===== src/rtl/rv_ctrl_pkg.sv =====
// Shared encodings for the multi-cycle RV32I control path: opcodes, FSM states,
// ALU operations, datapath select codes and immediate formats.
package rv_ctrl_pkg;

    localparam logic [6:0] OP_LOAD   = 7'b0000011;
    localparam logic [6:0] OP_STORE  = 7'b0100011;
    localparam logic [6:0] OP_RTYPE  = 7'b0110011;
    localparam logic [6:0] OP_ITYPE  = 7'b0010011;
    localparam logic [6:0] OP_BRANCH = 7'b1100011;
    localparam logic [6:0] OP_JAL    = 7'b1101111;
    localparam logic [6:0] OP_LUI    = 7'b0110111;
    localparam logic [6:0] OP_AUIPC  = 7'b0010111;

    typedef enum logic [3:0] {
        S_FETCH    = 4'd0,
        S_DECODE   = 4'd1,
        S_MEMADR   = 4'd2,
        S_MEMREAD  = 4'd3,
        S_MEMWB    = 4'd4,
        S_MEMWRITE = 4'd5,
        S_EXECR    = 4'd6,
        S_EXECI    = 4'd7,
        S_ALUWB    = 4'd8,
        S_BRANCH   = 4'd9,
        S_JAL      = 4'd10,
        S_LUI      = 4'd11,
        S_AUIPC    = 4'd12,
        S_TRAP     = 4'd13
    } state_e;

    typedef enum logic [1:0] {
        ALUOP_ADD   = 2'b00,
        ALUOP_SUB   = 2'b01,
        ALUOP_FUNCT = 2'b10
    } alu_op_e;

    typedef enum logic [2:0] {
        ALU_ADD = 3'b000,
        ALU_SUB = 3'b001,
        ALU_AND = 3'b010,
        ALU_OR  = 3'b011,
        ALU_XOR = 3'b100,
        ALU_SLT = 3'b101
    } alu_ctrl_e;

    typedef enum logic [1:0] {
        SRCA_PC    = 2'b00,
        SRCA_OLDPC = 2'b01,
        SRCA_RS1   = 2'b10,
        SRCA_ZERO  = 2'b11
    } src_a_e;

    typedef enum logic [1:0] {
        SRCB_RS2   = 2'b00,
        SRCB_IMM   = 2'b01,
        SRCB_FOUR  = 2'b10
    } src_b_e;

    typedef enum logic [1:0] {
        RES_ALUOUT = 2'b00,
        RES_DATA   = 2'b01,
        RES_ALU    = 2'b10
    } result_src_e;

    typedef enum logic [2:0] {
        IMM_I = 3'b000,
        IMM_S = 3'b001,
        IMM_B = 3'b010,
        IMM_J = 3'b011,
        IMM_U = 3'b100
    } imm_src_e;

    // Immediate format follows the opcode alone, independent of FSM state.
    function automatic imm_src_e immSrcFor(input logic [6:0] op);
        case (op)
            OP_STORE:         return IMM_S;
            OP_BRANCH:        return IMM_B;
            OP_JAL:           return IMM_J;
            OP_LUI, OP_AUIPC: return IMM_U;
            default:          return IMM_I;
        endcase
    endfunction

endpackage


===== src/rtl/alu_decoder.sv =====
// Maps the FSM's coarse ALU request plus instruction function fields onto
// the concrete ALU operation code.
module alu_decoder
    import rv_ctrl_pkg::*;
(
    input  logic [1:0] alu_op_i,
    input  logic [2:0] funct3_i,
    input  logic       funct7b5_i,
    input  logic       op5_i,
    output logic [2:0] alu_control_o
);

    // op[5] separates R-type from I-ALU so addi never becomes a subtract.
    always_comb begin
        alu_control_o = ALU_ADD;
        case (alu_op_i)
            ALUOP_SUB: alu_control_o = ALU_SUB;
            ALUOP_FUNCT: begin
                case (funct3_i)
                    3'b000:  alu_control_o = (funct7b5_i && op5_i) ? ALU_SUB : ALU_ADD;
                    3'b010:  alu_control_o = ALU_SLT;
                    3'b100:  alu_control_o = ALU_XOR;
                    3'b110:  alu_control_o = ALU_OR;
                    3'b111:  alu_control_o = ALU_AND;
                    default: alu_control_o = ALU_ADD;
                endcase
            end
            default:   alu_control_o = ALU_ADD;
        endcase
    end

endmodule


===== src/rtl/multicycle_controller.sv =====
// Main control FSM of the multi-cycle RV32I core: sequences fetch, decode,
// execute, memory and write-back with a ready handshake on the memory port.
module multicycle_controller
    import rv_ctrl_pkg::*;
(
    input  logic       clk,
    input  logic       rst,
    input  logic [6:0] op_i,
    input  logic [2:0] funct3_i,
    input  logic       funct7b5_i,
    input  logic       zero_i,
    input  logic       mem_ready_i,
    output logic       mem_req_o,
    output logic       mem_write_o,
    output logic       adr_src_o,
    output logic       ir_write_o,
    output logic       pc_write_o,
    output logic       reg_write_o,
    output logic [1:0] alu_src_a_o,
    output logic [1:0] alu_src_b_o,
    output logic [1:0] result_src_o,
    output logic [2:0] imm_src_o,
    output logic [2:0] alu_control_o,
    output logic       illegal_o,
    output logic [3:0] state_dbg_o
);

    state_e     state_q, state_d;
    logic [1:0] aluOp;

    always_ff @(posedge clk or posedge rst) begin
        if (rst) state_q <= S_FETCH;
        else     state_q <= state_d;
    end

    always_comb begin
        state_d = state_q;
        case (state_q)
            S_FETCH:    if (mem_ready_i) state_d = S_DECODE;
            S_DECODE: begin
                case (op_i)
                    OP_LOAD, OP_STORE: state_d = S_MEMADR;
                    OP_RTYPE:          state_d = S_EXECR;
                    OP_ITYPE:          state_d = S_EXECI;
                    OP_BRANCH:         state_d = S_BRANCH;
                    OP_JAL:            state_d = S_JAL;
                    OP_LUI:            state_d = S_LUI;
                    OP_AUIPC:          state_d = S_AUIPC;
                    default:           state_d = S_TRAP;
                endcase
            end
            S_MEMADR:   state_d = (op_i == OP_LOAD) ? S_MEMREAD : S_MEMWRITE;
            S_MEMREAD:  if (mem_ready_i) state_d = S_MEMWB;
            S_MEMWRITE: if (mem_ready_i) state_d = S_FETCH;
            S_EXECR, S_EXECI, S_JAL, S_LUI, S_AUIPC: state_d = S_ALUWB;
            S_MEMWB, S_ALUWB, S_BRANCH:              state_d = S_FETCH;
            S_TRAP:     state_d = S_TRAP;
            default:    state_d = S_FETCH;
        endcase
    end

    // Moore strobes per state; only the FETCH/BRANCH register writes look at inputs.
    always_comb begin
        mem_req_o    = 1'b0;
        mem_write_o  = 1'b0;
        adr_src_o    = 1'b0;
        ir_write_o   = 1'b0;
        pc_write_o   = 1'b0;
        reg_write_o  = 1'b0;
        alu_src_a_o  = SRCA_PC;
        alu_src_b_o  = SRCB_RS2;
        result_src_o = RES_ALUOUT;
        aluOp        = ALUOP_ADD;
        illegal_o    = 1'b0;
        case (state_q)
            S_FETCH: begin
                mem_req_o    = 1'b1;
                alu_src_b_o  = SRCB_FOUR;
                result_src_o = RES_ALU;
                ir_write_o   = mem_ready_i;
                pc_write_o   = mem_ready_i;
            end
            S_DECODE: begin
                alu_src_a_o = SRCA_OLDPC;
                alu_src_b_o = SRCB_IMM;
            end
            S_MEMADR: begin
                alu_src_a_o = SRCA_RS1;
                alu_src_b_o = SRCB_IMM;
            end
            S_MEMREAD: begin
                mem_req_o = 1'b1;
                adr_src_o = 1'b1;
            end
            S_MEMWB: begin
                result_src_o = RES_DATA;
                reg_write_o  = 1'b1;
            end
            S_MEMWRITE: begin
                mem_req_o   = 1'b1;
                mem_write_o = 1'b1;
                adr_src_o   = 1'b1;
            end
            S_EXECR: begin
                alu_src_a_o = SRCA_RS1;
                aluOp       = ALUOP_FUNCT;
            end
            S_EXECI: begin
                alu_src_a_o = SRCA_RS1;
                alu_src_b_o = SRCB_IMM;
                aluOp       = ALUOP_FUNCT;
            end
            S_ALUWB:  reg_write_o = 1'b1;
            S_BRANCH: begin
                alu_src_a_o = SRCA_RS1;
                aluOp       = ALUOP_SUB;
                pc_write_o  = ((funct3_i == 3'b000) && zero_i) ||
                              ((funct3_i == 3'b001) && !zero_i);
            end
            S_JAL: begin
                alu_src_a_o = SRCA_OLDPC;
                alu_src_b_o = SRCB_FOUR;
                pc_write_o  = 1'b1;
            end
            S_LUI: begin
                alu_src_a_o = SRCA_ZERO;
                alu_src_b_o = SRCB_IMM;
            end
            S_AUIPC: begin
                alu_src_a_o = SRCA_OLDPC;
                alu_src_b_o = SRCB_IMM;
            end
            S_TRAP:   illegal_o = 1'b1;
            default: ;
        endcase
    end

    alu_decoder u_alu_decoder (
        .alu_op_i      (aluOp),
        .funct3_i      (funct3_i),
        .funct7b5_i    (funct7b5_i),
        .op5_i         (op_i[5]),
        .alu_control_o (alu_control_o)
    );

    assign imm_src_o   = immSrcFor(op_i);
    assign state_dbg_o = state_q;

endmodule

===== config.mk =====
export PLATFORM = sky130hd
export DESIGN_NAME = multicycle_controller
export DESIGN_NICKNAME = d
export VERILOG_FILES = /design/src/rtl/rv_ctrl_pkg.sv /design/src/rtl/alu_decoder.sv /design/src/rtl/multicycle_controller.sv
export SDC_FILE = /design/constraint.sdc
export NUM_CORES = 1
export LEC_CHECK = 0
export CAP_MARGIN = 20
export CORE_MARGIN = 3
export CORE_UTILIZATION = 42
export DETAILED_ROUTE_END_ITERATION = 6
export PLACE_DENSITY = 0.84
export RECOVER_POWER = 50
export SLEW_MARGIN = 30
export SYNTH_ARGS = -nofsm -noshare
export SYNTH_HDL_FRONTEND = slang
export SYNTH_SLANG_ARGS = --single-unit

===== constraint.sdc =====
create_clock -name clk -period 2.45 [get_ports clk]
set_input_delay 0.735 -clock clk [delete_from_list [all_inputs] [get_ports clk]]
set_output_delay 0.735 -clock clk [all_outputs]
set_load 0.01 [all_outputs]

# == Yosys cells after proc, flatten, opt, wreduce, memory -nomap -nowiden ==
# Cells that the tools add are included.
# word_totals
ff_bits,4
in_bits,15
output_inout_bits,23
# classes
n_eq_ne,31
mux,21
reduce_logical,19
# op_table
cell,n
$pmux 4 s7,2
$eq 4x4->1 const B,6
$eq 7x6->1 const B,3
$eq 4x3->1 const B,4
$pmux 3 s5,1
$eq 7x5->1 const B,2
$eq 7x7->1 const B,2
$mux 4,3
$pmux 2 s2,3
$pmux 3 s4,1
$reduce_or 2->1,6
$reduce_or 5->1,2
$eq 3x3->1 const B,3
$eq 4x2->1 const B,2
$eq 7x2->1 const B,1
$mux 1,7
$ne 2x2->1 const B,3
$pmux 2 s3,1
$pmux 3 s2,1
$reduce_or 3->1,2
$eq 4x1->1 const B,1
$logic_not 4->1,1
$reduce_or 4->1,1
$eq 3x1->1 const B,1
other kinds (10),12

# == Longest topological paths before layout ==
# Gate-level depths: netlist (run 1).
# logic_depth
depth_word,5
ltp_mapped,8
ltp_nobuf,7

# == By module ==
# From an unflattened synthesis (run 1), not the netlist that was laid out.
# unflattened
cells_unflattened,110
area_unflattened_um2,849.6
# by_module_without_submodules
mod,instances,cells_per_inst,area_each_um2,seq_area_each_um2
multicycle_controller,1,98,750.7,100.1
alu_decoder,1,12,98.8,0.0

# == Worst setup path after synthesis (run 1) ==
# Ideal clock, no wire load.
# synth_timing
path_kind,reg2out
startpoint,register state_q[2] (netlist: state_dbg_o[2])
endpoint,output port alu_control_o[2]
arrival_time_ns,1.720
required_time_ns,1.715
slack_ns,-0.005
stages_incl_launch_ff,6
cell_sequence,dfrtp_1 -> clkbuf_8 -> clkbuf_1 -> nand2_1 -> ha_1 -> nor4b_1
# synth_between
elab_chain_cells,5
elab_cells_between_ends,8
classes_between,5 x eq/ne; 2 x mux; 1 x reduce/logical
# synth_rtl
element,line_no,rtl
start: declaration,multicycle_controller.sv:28,"state_e state_q, state_d;"
start signal: assignment,multicycle_controller.sv:33,else state_q <= state_d;
$eq 4x3->1,multicycle_controller.sv:75,case (state_q)
$reduce_or 2->1 (no source line),n/a,
$pmux 2 s2 (*),multicycle_controller.sv:75,
$eq 2x2->1 / $eq 2x1->1 (equally long branches),alu_decoder.sv:16,case (alu_op_i)
$pmux 3 s2 (*),alu_decoder.sv:16,
end: declaration,multicycle_controller.sv:23,"output logic [2:0] alu_control_o,"
# Every way passes the cells marked *; elsewhere a longest branch is shown, timed or not.

# == Final worst setup path (run 1) ==
# layout_timing
startpoint,input port funct3_i[2]
endpoint,output port pc_write_o
# layout_between
elab_chain_cells,4
elab_cells_between_ends,6
classes_between,1 x eq/ne; 1 x mux; 4 x reduce/logical
# layout_rtl
element,line_no,rtl
start: declaration,multicycle_controller.sv:9,"input logic [2:0] funct3_i,"
$eq 3x1->1 / $logic_not 3->1 (equally long branches),"multicycle_controller.sv:118, multicycle_controller.sv:117",
"$logic_and 1x1->1, on equally long branches","multicycle_controller.sv:118, multicycle_controller.sv:117",
$logic_or 1x1->1 (*),multicycle_controller.sv:117,pc_write_o = ((funct3_i == 3'b000) && zero_i) ||
$pmux 1 s3 (*),multicycle_controller.sv:75,
end: declaration,multicycle_controller.sv:17,"output logic pc_write_o,"
# Marks and branches as above.

==> results of run 1 <==
==> critical path: stages <==
cell,delay (ps)
sky130_fd_sc_hd__dlygate4sd2_1,260
sky130_fd_sc_hd__nor2_2,100
sky130_fd_sc_hd__a41oi_1,130
sky130_fd_sc_hd__o22a_1,230
sky130_fd_sc_hd__nor2_1,100
sky130_fd_sc_hd__buf_2,140
==> area by class of cell <==
cell class / instances / area (um^2)
well taps: 25 / 31.3
multi-input cells: 92 / 681
repair buffers: 67 / 557
clock buffers: 3 / 22.5
fillers: 145 / 414
flip-flops and latches: 4 / 100
inverters: 9 / 33.8
==> stage by stage <==
stage,util,TNS (ps),cells,area [um^2]
final,0.775,0,200,1430
after global routing,0.775,-177,200,1430
after floorplan,-,0,115,878
after global placement,0.737,-4020,194,1360
after detailed placement,0.737,-4480,194,1360
after CTS,0.755,0,199,1390
==> metal layers <==
metal / part of all wire / global-route usage
met1: 0.37 / 0.223
met2: 0.57 / 0.458
met3: 0.048 / 0.0344
met4: 0.014 / 0.0699
met5: 0 / 0
==> worst max path at each step <==
| stage | start | endpoint | slack (ps) | cells after the start |
|---|---|---|---|---|
| floorplan | state_dbg_o[2] | alu_control_o[2] | 120 | 5 |
| detailed placement | op_i[2] | imm_src_o[1] | -720 | 5 |
| global route | funct3_i[2] | pc_write_o | -120 | 6 |
| finish | funct3_i[2] | pc_write_o | 10 | 6 |
| global placement | op_i[2] | imm_src_o[0] | -660 | 5 |
| CTS | state_dbg_o[2] | alu_control_o[1] | 1 | 6 |
==> placed cells by master, fill, tap and decap left out, types with 2 or more instances in the layout <==
cell type	n
sky130_fd_sc_hd__buf_4	25
sky130_fd_sc_hd__and4b_2	2
sky130_fd_sc_hd__clkbuf_2	4
sky130_fd_sc_hd__nand2_1	7
sky130_fd_sc_hd__nor4b_2	3
sky130_fd_sc_hd__clkdlybuf4s15_1	2
sky130_fd_sc_hd__dlymetal6s2s_1	2
sky130_fd_sc_hd__nor3_1	5
sky130_fd_sc_hd__nand2b_1	3
sky130_fd_sc_hd__clkdlybuf4s50_1	2
sky130_fd_sc_hd__clkdlybuf4s15_2	2
sky130_fd_sc_hd__dlygate4sd3_1	3
sky130_fd_sc_hd__nor2_1	5
sky130_fd_sc_hd__xor2_1	2
sky130_fd_sc_hd__a311oi_1	2
sky130_fd_sc_hd__a21o_1	2
sky130_fd_sc_hd__buf_2	6
sky130_fd_sc_hd__dlygate4sd2_1	16
sky130_fd_sc_hd__buf_6	2
sky130_fd_sc_hd__inv_1	9
sky130_fd_sc_hd__nor4b_1	2
sky130_fd_sc_hd__a21oi_1	5
sky130_fd_sc_hd__and3_1	3
sky130_fd_sc_hd__nor2_2	6
sky130_fd_sc_hd__nand2_2	2
sky130_fd_sc_hd__a31oi_1	2
sky130_fd_sc_hd__o21ai_0	6
sky130_fd_sc_hd__nor2b_1	3
sky130_fd_sc_hd__xnor2_1	3
sky130_fd_sc_hd__dfrtp_1	4
sky130_fd_sc_hd__a211oi_1	2
sky130_fd_sc_hd__clkbuf_4	3
==> where the power goes <==
group          switching (W)  leakage, nW  internal (W)
clock network      0.0000293       0.0138     0.0000549
logic               0.000435        0.654      0.000437
registers          0.0000180       0.0521     0.0000884
==> cell families after synthesis <==
| group | Yosys count | share of synthesized area |
|---|---|---|
| adder cells (fa/ha/maj) | 2 | 0.0287 |
| flip-flops | 4 | 0.115 |
| buffers and inverters | 19 | 0.184 |
| multiplexers | 1 | 0.0115 |
| AO/OA/AOI/OAI | 29 | 0.221 |
| AND/OR/NAND/NOR | 55 | 0.390 |
| XOR/XNOR | 5 | 0.0502 |
==> repair_timing <==
item	CTS	global route
endpoints found under the hold margin	0	0
gates resized for setup	65	24
setup endpoints to repair	18	12
pin swaps	10	5
setup buffers	2	1
cloned	0	0
==> results summary, run 1 <==
In the finished design, the share of the clock period the worst path needs comes to 0.994. After synthesis, the share of flip-flops with an asynchronous set or reset is 1.00. The via count is 1104.

The overflow left after global routing is 0. The total power per unit cell area is 745 nW/um^2. The final total power came out at 0.00106 W. The wire length of the first global-routing pass came out at 4550 um.

The achievable clock frequency came out at 0.411 GHz. The worst setup path is captured at a primary output. The number of distinct standard cells referenced by the synthesized netlist is 47.

The number of pins with negative max-slew slack in the final report came out at 0. Setup repair after global routing could not meet its margin everywhere. The number of buffers inserted during clock tree synthesis is 3. Clock skew on the completed layout was measured at 1.32 ps. During synthesis, Yosys emitted a total of 0 warnings. For the worst flop-to-flop path, the logic depth is 6. After legalization and detailed placement, the total HPWL measured 2220 um.

The cell sitting at the root of the clock tree is a sky130_fd_sc_hd__clkbuf_4. The number of hold-slack violations in the final timing report is 0. Along the worst path, the maximum fanout reaches 3. TritonCTS built the clock tree. Ranked by total cell area, the synthesized netlist is headed by sky130_fd_sc_hd__dfrtp_1 (11%), sky130_fd_sc_hd__clkbuf_8 (6.3%), sky130_fd_sc_hd__nor4b_1 (5.0%). Summed over all instances, the cell type with the most area after synthesis is sky130_fd_sc_hd__dfrtp_1. The clock reaches the later pin of the worst-skew pair after 240 ps. For hold timing, the worst endpoint is state_dbg_o[3]. The worst setup path is launched from an input port. The placement row count is 15. The clock period could shrink to 2440 ps. The required time at the endpoint of the critical path came out at 1710 ps. The arrival time reported for the critical path endpoint came out at 1700 ps. The total number of H-tree levels is 1. The number of antenna diodes in the final layout is 0. The clock passes through at most 2 buffers. The floorplan step defined a core boundary enclosing 1840 um^2. For this run, the register share of the synthesized area comes to 0.115. In the synthesized netlist, the number of instances is 115. CTS saw 4 sinks. From left edge to right edge, the die measures 51.6 um. The count of flip-flops with a built-in enable after synthesis is 0. The clock-pin slew on the worst setup and hold paths came out at 40 ps. The synthesized area per cell came out at 7.58 um^2. The final layout net count came out at 194.

The number of buffers inserted by port buffering is 37. The die height came out at 51.6 um. The worst IR drop on VDD came out at 0.454 mV. The min-delay analysis places its worst path in the category register to register.

The count of hold-fix buffers inserted at cts came out at 0. The worst hold path begins at state_dbg_o[1]. In the synthesized netlist, the cells that appear most often are sky130_fd_sc_hd__nor2_1 (11), sky130_fd_sc_hd__inv_1 (9), sky130_fd_sc_hd__nand2_1 (9), sky130_fd_sc_hd__a21oi_1 (6), sky130_fd_sc_hd__o21ai_0 (6). The post-synth design cell area came out at 872 um^2.

The flow ran to the end, and the final reports show no timing, DRC or antenna violations. The number of flip-flops in the largest register came out at 4. The area share of the largest cell type after synthesis is 0.115. The endpoint of the worst register-to-register path is state_dbg_o[2].

In the global route stage, overall resource usage came out at 0.223. For this run, design rule violations remaining after detail routing come to 0. sky130_fd_sc_hd__nor2_1 is the most common cell in the netlist. The total routed wirelength came out at 2870 um. The final routed wire length divided by cell count came out at 14.3 um.

Counting instances, the worst hold path has a depth of 2. The slack of the critical path came out at 14.2 ps. Summed over all cells, the static leakage comes to 0.719 nW.

The via count of the first global-routing pass is 1052. Synthesis inferred 4 register bits. The kind of critical path is input port to primary output. Setup violations remaining at the end of the flow were counted as 0. The mean number of vias per cell is 5.52. The worst relative slew slack is 0.709. The launching point of the worst reg2reg path is state_dbg_o[2].

The DRC violation total after the first TritonRoute iteration is 23. OpenSTA, run right after detailed placement, puts the worst setup slack at -725 ps. The dominant synthesized flop cell is sky130_fd_sc_hd__dfrtp_1. The top-level I/O count came out at 38. The total die area is 2660 um^2. The initial antenna violation count came to 0. The post-synthesis to final-layout area growth is 63.4%. The worst-margin pin slew came out at 433 ps. The number of routed nets with antenna violations came out at 0. The worst register-to-register path has a setup slack of 860 ps. The share of final-layout standard cells stronger than drive strength 1 is 0.383. The pin count of the biggest net entering global routing came out at 20.

The effective utilization at floorplan is 0.474. The total nets after synthesis is 132. The number of detailed-routing iterations run before antenna repair came out at 4. The congestion estimate from routability-driven global placement came to 0.816.

The hold slack came out at 674 ps. The number of max-cap violations is 0.
No activity file was read; power rests on OpenSTA's default activity.
==> run 2: changes to the inputs <==
--- a/config.mk
+++ b/config.mk
@@ -7,10 +7,11 @@
 export LEC_CHECK = 0
 export CAP_MARGIN = 20
 export CORE_MARGIN = 3
-export CORE_UTILIZATION = 42
+export CORE_UTILIZATION = 45
 export DETAILED_ROUTE_END_ITERATION = 6
-export PLACE_DENSITY = 0.84
+export PLACE_DENSITY = 0.89
 export RECOVER_POWER = 50
+export SKIP_LAST_GASP = 1
 export SLEW_MARGIN = 30
 export SYNTH_ARGS = -nofsm -noshare
 export SYNTH_HDL_FRONTEND = slang
==> constraint.sdc (replaced) <==
create_clock -name clk -period 2.9 [get_ports clk]
set_input_delay 0.87 -clock clk [delete_from_list [all_inputs] [get_ports clk]]
set_output_delay 0.87 -clock clk [all_outputs]
set_load 0.01 [all_outputs]
==> run 2 against run 1 <==
Setup slack gained 65 ps. Count of clock-buffer cells in the layout did not move. Core utilization fell by 2.3 points. Largest power group unchanged.
==> results summary, run 2 (synthesis gave the netlist of run 1 again) <==
The worst IR drop on VDD is 0.408 mV. The setup TNS after final layout came out at 0 ps. The via count is 1030. The clock-pin slew on the worst setup and hold paths is 40 ps. Setup repair after global routing left no endpoint under its margin.

The run finished with clean final reports. The type of the worst min-delay path is register to register. After global routing the overflow that remains totals 0.

The number of pins with negative max-slew slack in the final report came to 0. Measured against its own limit, the worst slew margin works out to 0.713. The total routed wirelength is 2490 um. The die height came out at 50.0 um. The time the worst path needs with I/O delays and setup came out at 2820 ps. After detailed routing, the number of remaining DRC violations is 0. The floorplan has 15 rows. The number of routed nets with antenna violations is 0.

The hold slack is 726 ps. The final layout net count is 184. The die covers 2500 um^2. The post-CTS setup repair buffer count is 0. Leaving out fill and tap cells, the most frequent cells in the layout are sky130_fd_sc_hd__buf_4 (20), sky130_fd_sc_hd__clkdlybuf4s50_1 (18), sky130_fd_sc_hd__nor2_1 (10).

The repair_antennas step left the layout with diodes totalling 0. In this run, post-CTS hold repair placed 0 buffers. Dividing the detail-routed wire length by the instance count gives 13.1 um. Along the worst path, the maximum fanout reaches 4. STA puts the critical path data arrival time at 1950 ps. The number of flip-flops in the largest register came out at 4. The number of hold-slack violations in the final timing report is 0. The clock tree root driver cell is sky130_fd_sc_hd__clkbuf_4. For this configuration, the core starts out at a cell density of 0.489. The DRC violation total after the first TritonRoute iteration is 15. The number of max-cap violations is 0. The final clock period utilization by the worst path is 0.973. The number of clock buffers added by TritonCTS is 3. The number of detailed-routing iterations run before antenna repair is 4.

The required time at the endpoint of the critical path came out at 2030 ps. After detailed routing, the number of vias per cell comes to 5.42. The CTS tree is done.

Across every metal layer, demand over resource in global routing totals 0.208. Between clock sinks in the finished design, the worst skew comes to 2.17 ps. The share of final-layout standard cells stronger than drive strength 1 is 0.261.

The post-route core utilization is 0.752. From synthesis to final layout, the design area changed by 53.7%. The clock latency on the worst-skew pair is 240 ps. For this design the ratio of total power to cell area is 644 nW/um^2. In this run the standard cell core region covers 1780 um^2. The combined flip-flop and latch cell area came out at 100 um^2. The placed wire-length estimate after detailed placement came out at 1960 um. The via count of the first global-routing pass is 954. The leakage power total came out at 0.646 nW. The library cell used most frequently in the layout, excluding fill and tap cells, is sky130_fd_sc_hd__buf_4. The die width is 50.0 um.

The worst setup path is captured at a primary output. The worst-margin pin slew came out at 428 ps. Routability-driven placement finished with a final weighted congestion of 0.842. The clock sink count came out at 4. The final setup violation count is 0. The setup path with the least slack is of type input port to primary output. Fill cells in the final layout number 143.

The initial antenna violation count came out at 0. The number of buffers inserted by port buffering came out at 37. In this run the number of H-tree levels came out at 1. The footprint of the multi-input gates came out at 658 um^2. The maximum clock insertion buffer count is 2. The wire length of the first global-routing pass came out at 4130 um. Static timing analysis puts the maximum clock frequency at 0.354 GHz. The pin count of the biggest net entering global routing came out at 20. The top-level I/O count is 38.

The launching element type of the critical path is an input port.
[run 2: layout make-up]
class / instances / area share
flip-flops and latches: 4 / 0.0747
well taps: 25 / 0.0233
repair buffers: 57 / 0.369
clock buffers: 3 / 0.0168
multi-input cells: 92 / 0.491
inverters: 9 / 0.0252
[run 2: worst paths after layout]
kind	startpoint	endpoint	slack, ps	depth (start not counted)
setup / recovery	op_i[1]	imm_src_o[0]	80	4
hold reg to reg	state_dbg_o[1]	state_dbg_o[0]	730	4
max in group asynchronous	rst	state_dbg_o[1]	1810	2
min in group asynchronous	rst	state_dbg_o[3]	940	2
setup reg to reg	state_dbg_o[2]	state_dbg_o[2]	1400	5
hold / removal	state_dbg_o[1]	state_dbg_o[0]	730	4
[run 2: worst max-delay path, stage by stage]
cell	delay (ps)
sky130_fd_sc_hd__clkdlybuf4s50_1	490
sky130_fd_sc_hd__nand2_1	130
sky130_fd_sc_hd__nor4b_2	290
sky130_fd_sc_hd__clkbuf_2	170
[run 2: stage by stage]
stage | instances | setup WS, ps | area (um^2) | power [W]
after CTS | 190 | -105 | 1320 | 0.000850
final | 190 | 78.7 | 1340 | 0.000863
after floorplan | 115 | 310 | 872 | 0.000499
after detailed placement | 187 | -559 | 1300 | 0.000782
after global placement | 187 | -466 | 1300 | 0.000764
after global routing | 190 | 13.9 | 1340 | 0.000936
[run 2: repair_timing]
action,in CTS,in global routing
setup endpoints to repair,8,7
pin swaps,3,4
gates resized for setup,27,15
[run 2: layer usage]
metal | vias up | wire length (um) | GRT usage
met5 | - | 0 | 0
met2 | 35 | 1420 | 0.409
li1 | 521 | - | -
met3 | 2 | 102 | 0.0242
met4 | 0 | 14 | 0.0553
met1 | 472 | 955 | 0.225
[run 2: power by group]
group / switching [W] / internal, W / total, W
clock: 0.0000245 / 0.0000464 / 0.0000709
sequential: 0.0000127 / 0.0000747 / 0.0000873
combinational: 0.000344 / 0.000361 / 0.000705
==> run 3: changes to the inputs <==
--- a/config.mk
+++ b/config.mk
@@ -16,3 +16,4 @@
 export SYNTH_ARGS = -nofsm -noshare
 export SYNTH_HDL_FRONTEND = slang
 export SYNTH_SLANG_ARGS = --single-unit
+export TNS_END_PERCENT = 30
==> run 3 against run 2 <==
Clock power is 1% lower. Via count shrank 2.4%. Highest routed layer unchanged. Critical path depth grew 1. Count of clock-buffer cells in the layout did not move. Critical path type unchanged. Critical endpoint is now alu_control_o[2]. Final area decreased by 2.0%. The run now ends with setup timing left. Die area stayed put. Combinational power shrank 2%. Flip-flop and latch count did not move. Register-to-register slack about the same. Total power down 1.9%. Non-clock buffer count is the same.
==> results summary, run 3 (synthesis gave the netlist of run 1 again) <==
The flow ran to the end, but the final reports show violations. The checks that failed: setup timing. At the later pin of the worst-skew pair, clock insertion delay measures 240 ps. The final total power came out at 0.000847 W.

The initial antenna violation count is 0. The number of max-cap violations came out at 0. The achievable clock frequency came out at 0.332 GHz.

The HPWL after detailed placement is 1960 um. The congestion estimate from routability-driven global placement came to 0.842. Summed over all failing endpoints, the final setup total negative slack is -214 ps. The endpoint kind of the worst setup timing path is a primary output. The via count of the first global-routing pass is 948. The placement row count is 15. The worst relative slew slack came out at 0.716. The analysis attributes to cell leakage a power of 0.600 nW.

The final layout net count is 184. The final clock period utilization by the worst path came out at 1.04. The number of buffers inserted by port buffering came out at 37. The clock sink count came out at 4. The number of hold-slack violations in the final timing report is 0. The DRC violation total after the first TritonRoute iteration came out at 5. The number of flip-flops in the largest register came out at 4. The clock-pin slew on the worst setup and hold paths is 40 ps. The delay of the slowest critical-path stage came out at 450 ps. The number of placed instances, taps included is 187. The kind of cell with the highest combined delay along the critical path is buffers and inverters.

The most critical setup path has its startpoint at funct3_i[2]. The initial utilization of the core area, before any placement, comes to 0.489. After detailed placement, the total cell area comes to 1300 um^2. The number of buffers inserted during clock tree synthesis came out at 3. The commonest non-fill, non-tap cell in the layout is sky130_fd_sc_hd__clkdlybuf4s50_1. The worst setup path is of the input port to primary output kind. The via count came out at 1005.

The post-route core utilization came out at 0.737. The total overflow left after global routing is 0. The worst min-delay path startpoint is state_dbg_o[1].

The non-filler instance count after layout came out at 190. In the routed design, unresolved DRC markers number 0. The total routed wirelength came out at 2470 um. The combined buffer and inverter count along the critical path came out at 3. The signal on the critical path passes through clkdlybuf4s50_1 -> buf_4 -> xnor2_1 -> nor4b_2 -> clkdlybuf4s15_1.

The biggest fanout along the worst timing path is 3. For this run, the detailed router's first-pass iteration total came to 4. The total number of H-tree levels is 1.

The diode insertion count for antenna repair is 0. The pin count of the biggest net entering global routing came out at 20. The floorplan step set the die height to 50.0 um. After layout, the worst setup slack is -115 ps. The mean number of vias per cell is 5.29. The smallest clock period supported by the final layout is computed as 3020 ps. The final setup violation count is 5. The required time at the endpoint of the critical path is 2030 ps. The total die area came out at 2500 um^2. The maximum clock insertion buffer count came out at 2. The post-CTS setup repair buffer count is 0. The floorplan step set the die width to 50.0 um.

At the worst endpoint, the arrival time is 2150 ps. The share of final-layout standard cells stronger than drive strength 1 is 0.218. Setup repair after global routing could not meet its margin everywhere. The slowest stage cell on the critical path is sky130_fd_sc_hd__clkdlybuf4s50_1. The placeable core region is 1780 um^2. In this run the critical register-to-register path is launched from state_dbg_o[2]. The tree is rooted in a sky130_fd_sc_hd__clkbuf_4. The wire length of the first global-routing pass is 4120 um.

Compared with the post-synthesis result, the final layout area differs by 50.6%. The launching element type of the critical path is an input port. The worst-margin pin slew is 423 ps. The final routed wire length divided by cell count is 13.0 um.

38 I/O pins were placed. Across every metal layer, demand over resource in global routing totals 0.207. The library cells used most frequently in the layout, excluding fill and tap cells, are sky130_fd_sc_hd__clkdlybuf4s50_1 (24), sky130_fd_sc_hd__buf_4 (18), sky130_fd_sc_hd__nor2_1 (11).

The reg2reg setup slack is 1400 ps. The worst clock skew is 1.22 ps. The number of fill cells in the layout is 146.

The number of pins with negative max-slew slack in the final report is 0. TritonCTS built the clock tree. For this design, the CTS-stage hold fixing added 0 buffers.

The worst IR drop on VDD is 0.400 mV. For this design the ratio of total power to cell area is 645 nW/um^2. The detail route stage leaves a number of antenna-violating nets equal to 0. The path class of the tightest hold or removal check is register to register.

The cell area after layout is 1310 um^2.
-- run 3: cell types whose count changed in the layout (fill, tap and decap cells not counted), moves of 2 or more --
cell / previous run / this run
sky130_fd_sc_hd__clkdlybuf4s50_1: 18 / 24
sky130_fd_sc_hd__buf_2: 4 / 1
sky130_fd_sc_hd__dlymetal6s2s_1: 4 / 1
sky130_fd_sc_hd__buf_4: 20 / 18
sky130_fd_sc_hd__clkbuf_1: 0 / 2
-- run 3: worst min-delay path, delay by kind of cell, from the launching register on --
kind | cells | cell delay, ps
buffers and inverters | 1 | 230
AO/OA/AOI/OAI | 1 | 100
flip-flops | 1 | 340
-- run 3: power by group --
group	switching, W	total (W)	internal, W	leakage [nW]
Sequential	0.0000127	0.0000873	0.0000747	0.0521
Clock	0.0000239	0.0000702	0.0000464	0.0138
Combinational	0.000336	0.000689	0.000353	0.535
Total	0.000373	0.000847	0.000474	0.600
-- run 3: cell type report --
cell class,instances,area (um^2),area share
repair buffers,57,495,0.377
flip-flops and latches,4,100,0.0762
multi-input cells,92,631,0.480
clock buffers,3,22.5,0.0171
well taps,25,31.3,0.0238
inverters,9,33.8,0.0257
-- run 3: through the flow --
step                      hold WS (ps)  setup WS [ps]
final                              726           -115
after CTS                          721           -127
after floorplan                    636            310
after global routing               778           -138
after global placement             711           -466
after detailed placement           714           -559
-- run 3: final timing paths --
path,to,cells past startpoint
worst max register to register,state_dbg_o[2],5
worst min register to register,state_dbg_o[3],2
worst max-delay path,alu_control_o[2],5
worst min-delay path,state_dbg_o[3],2
max in group asynchronous,state_dbg_o[1],2
min in group asynchronous,state_dbg_o[3],2
-- run 3: routing by layer --
metal	share of wire	track usage	vias to the layer above
met1	0.41	0.225	457
li1	-	-	518
met4	0.0057	0.0553	0
met5	0	0	-
met2	0.55	0.409	28
met3	0.032	0.0211	2
-- run 3: what timing repair did --
action,CTS,global route
resized for setup,19,7
pin swaps,2,0
endpoints found under the setup margin,8,8
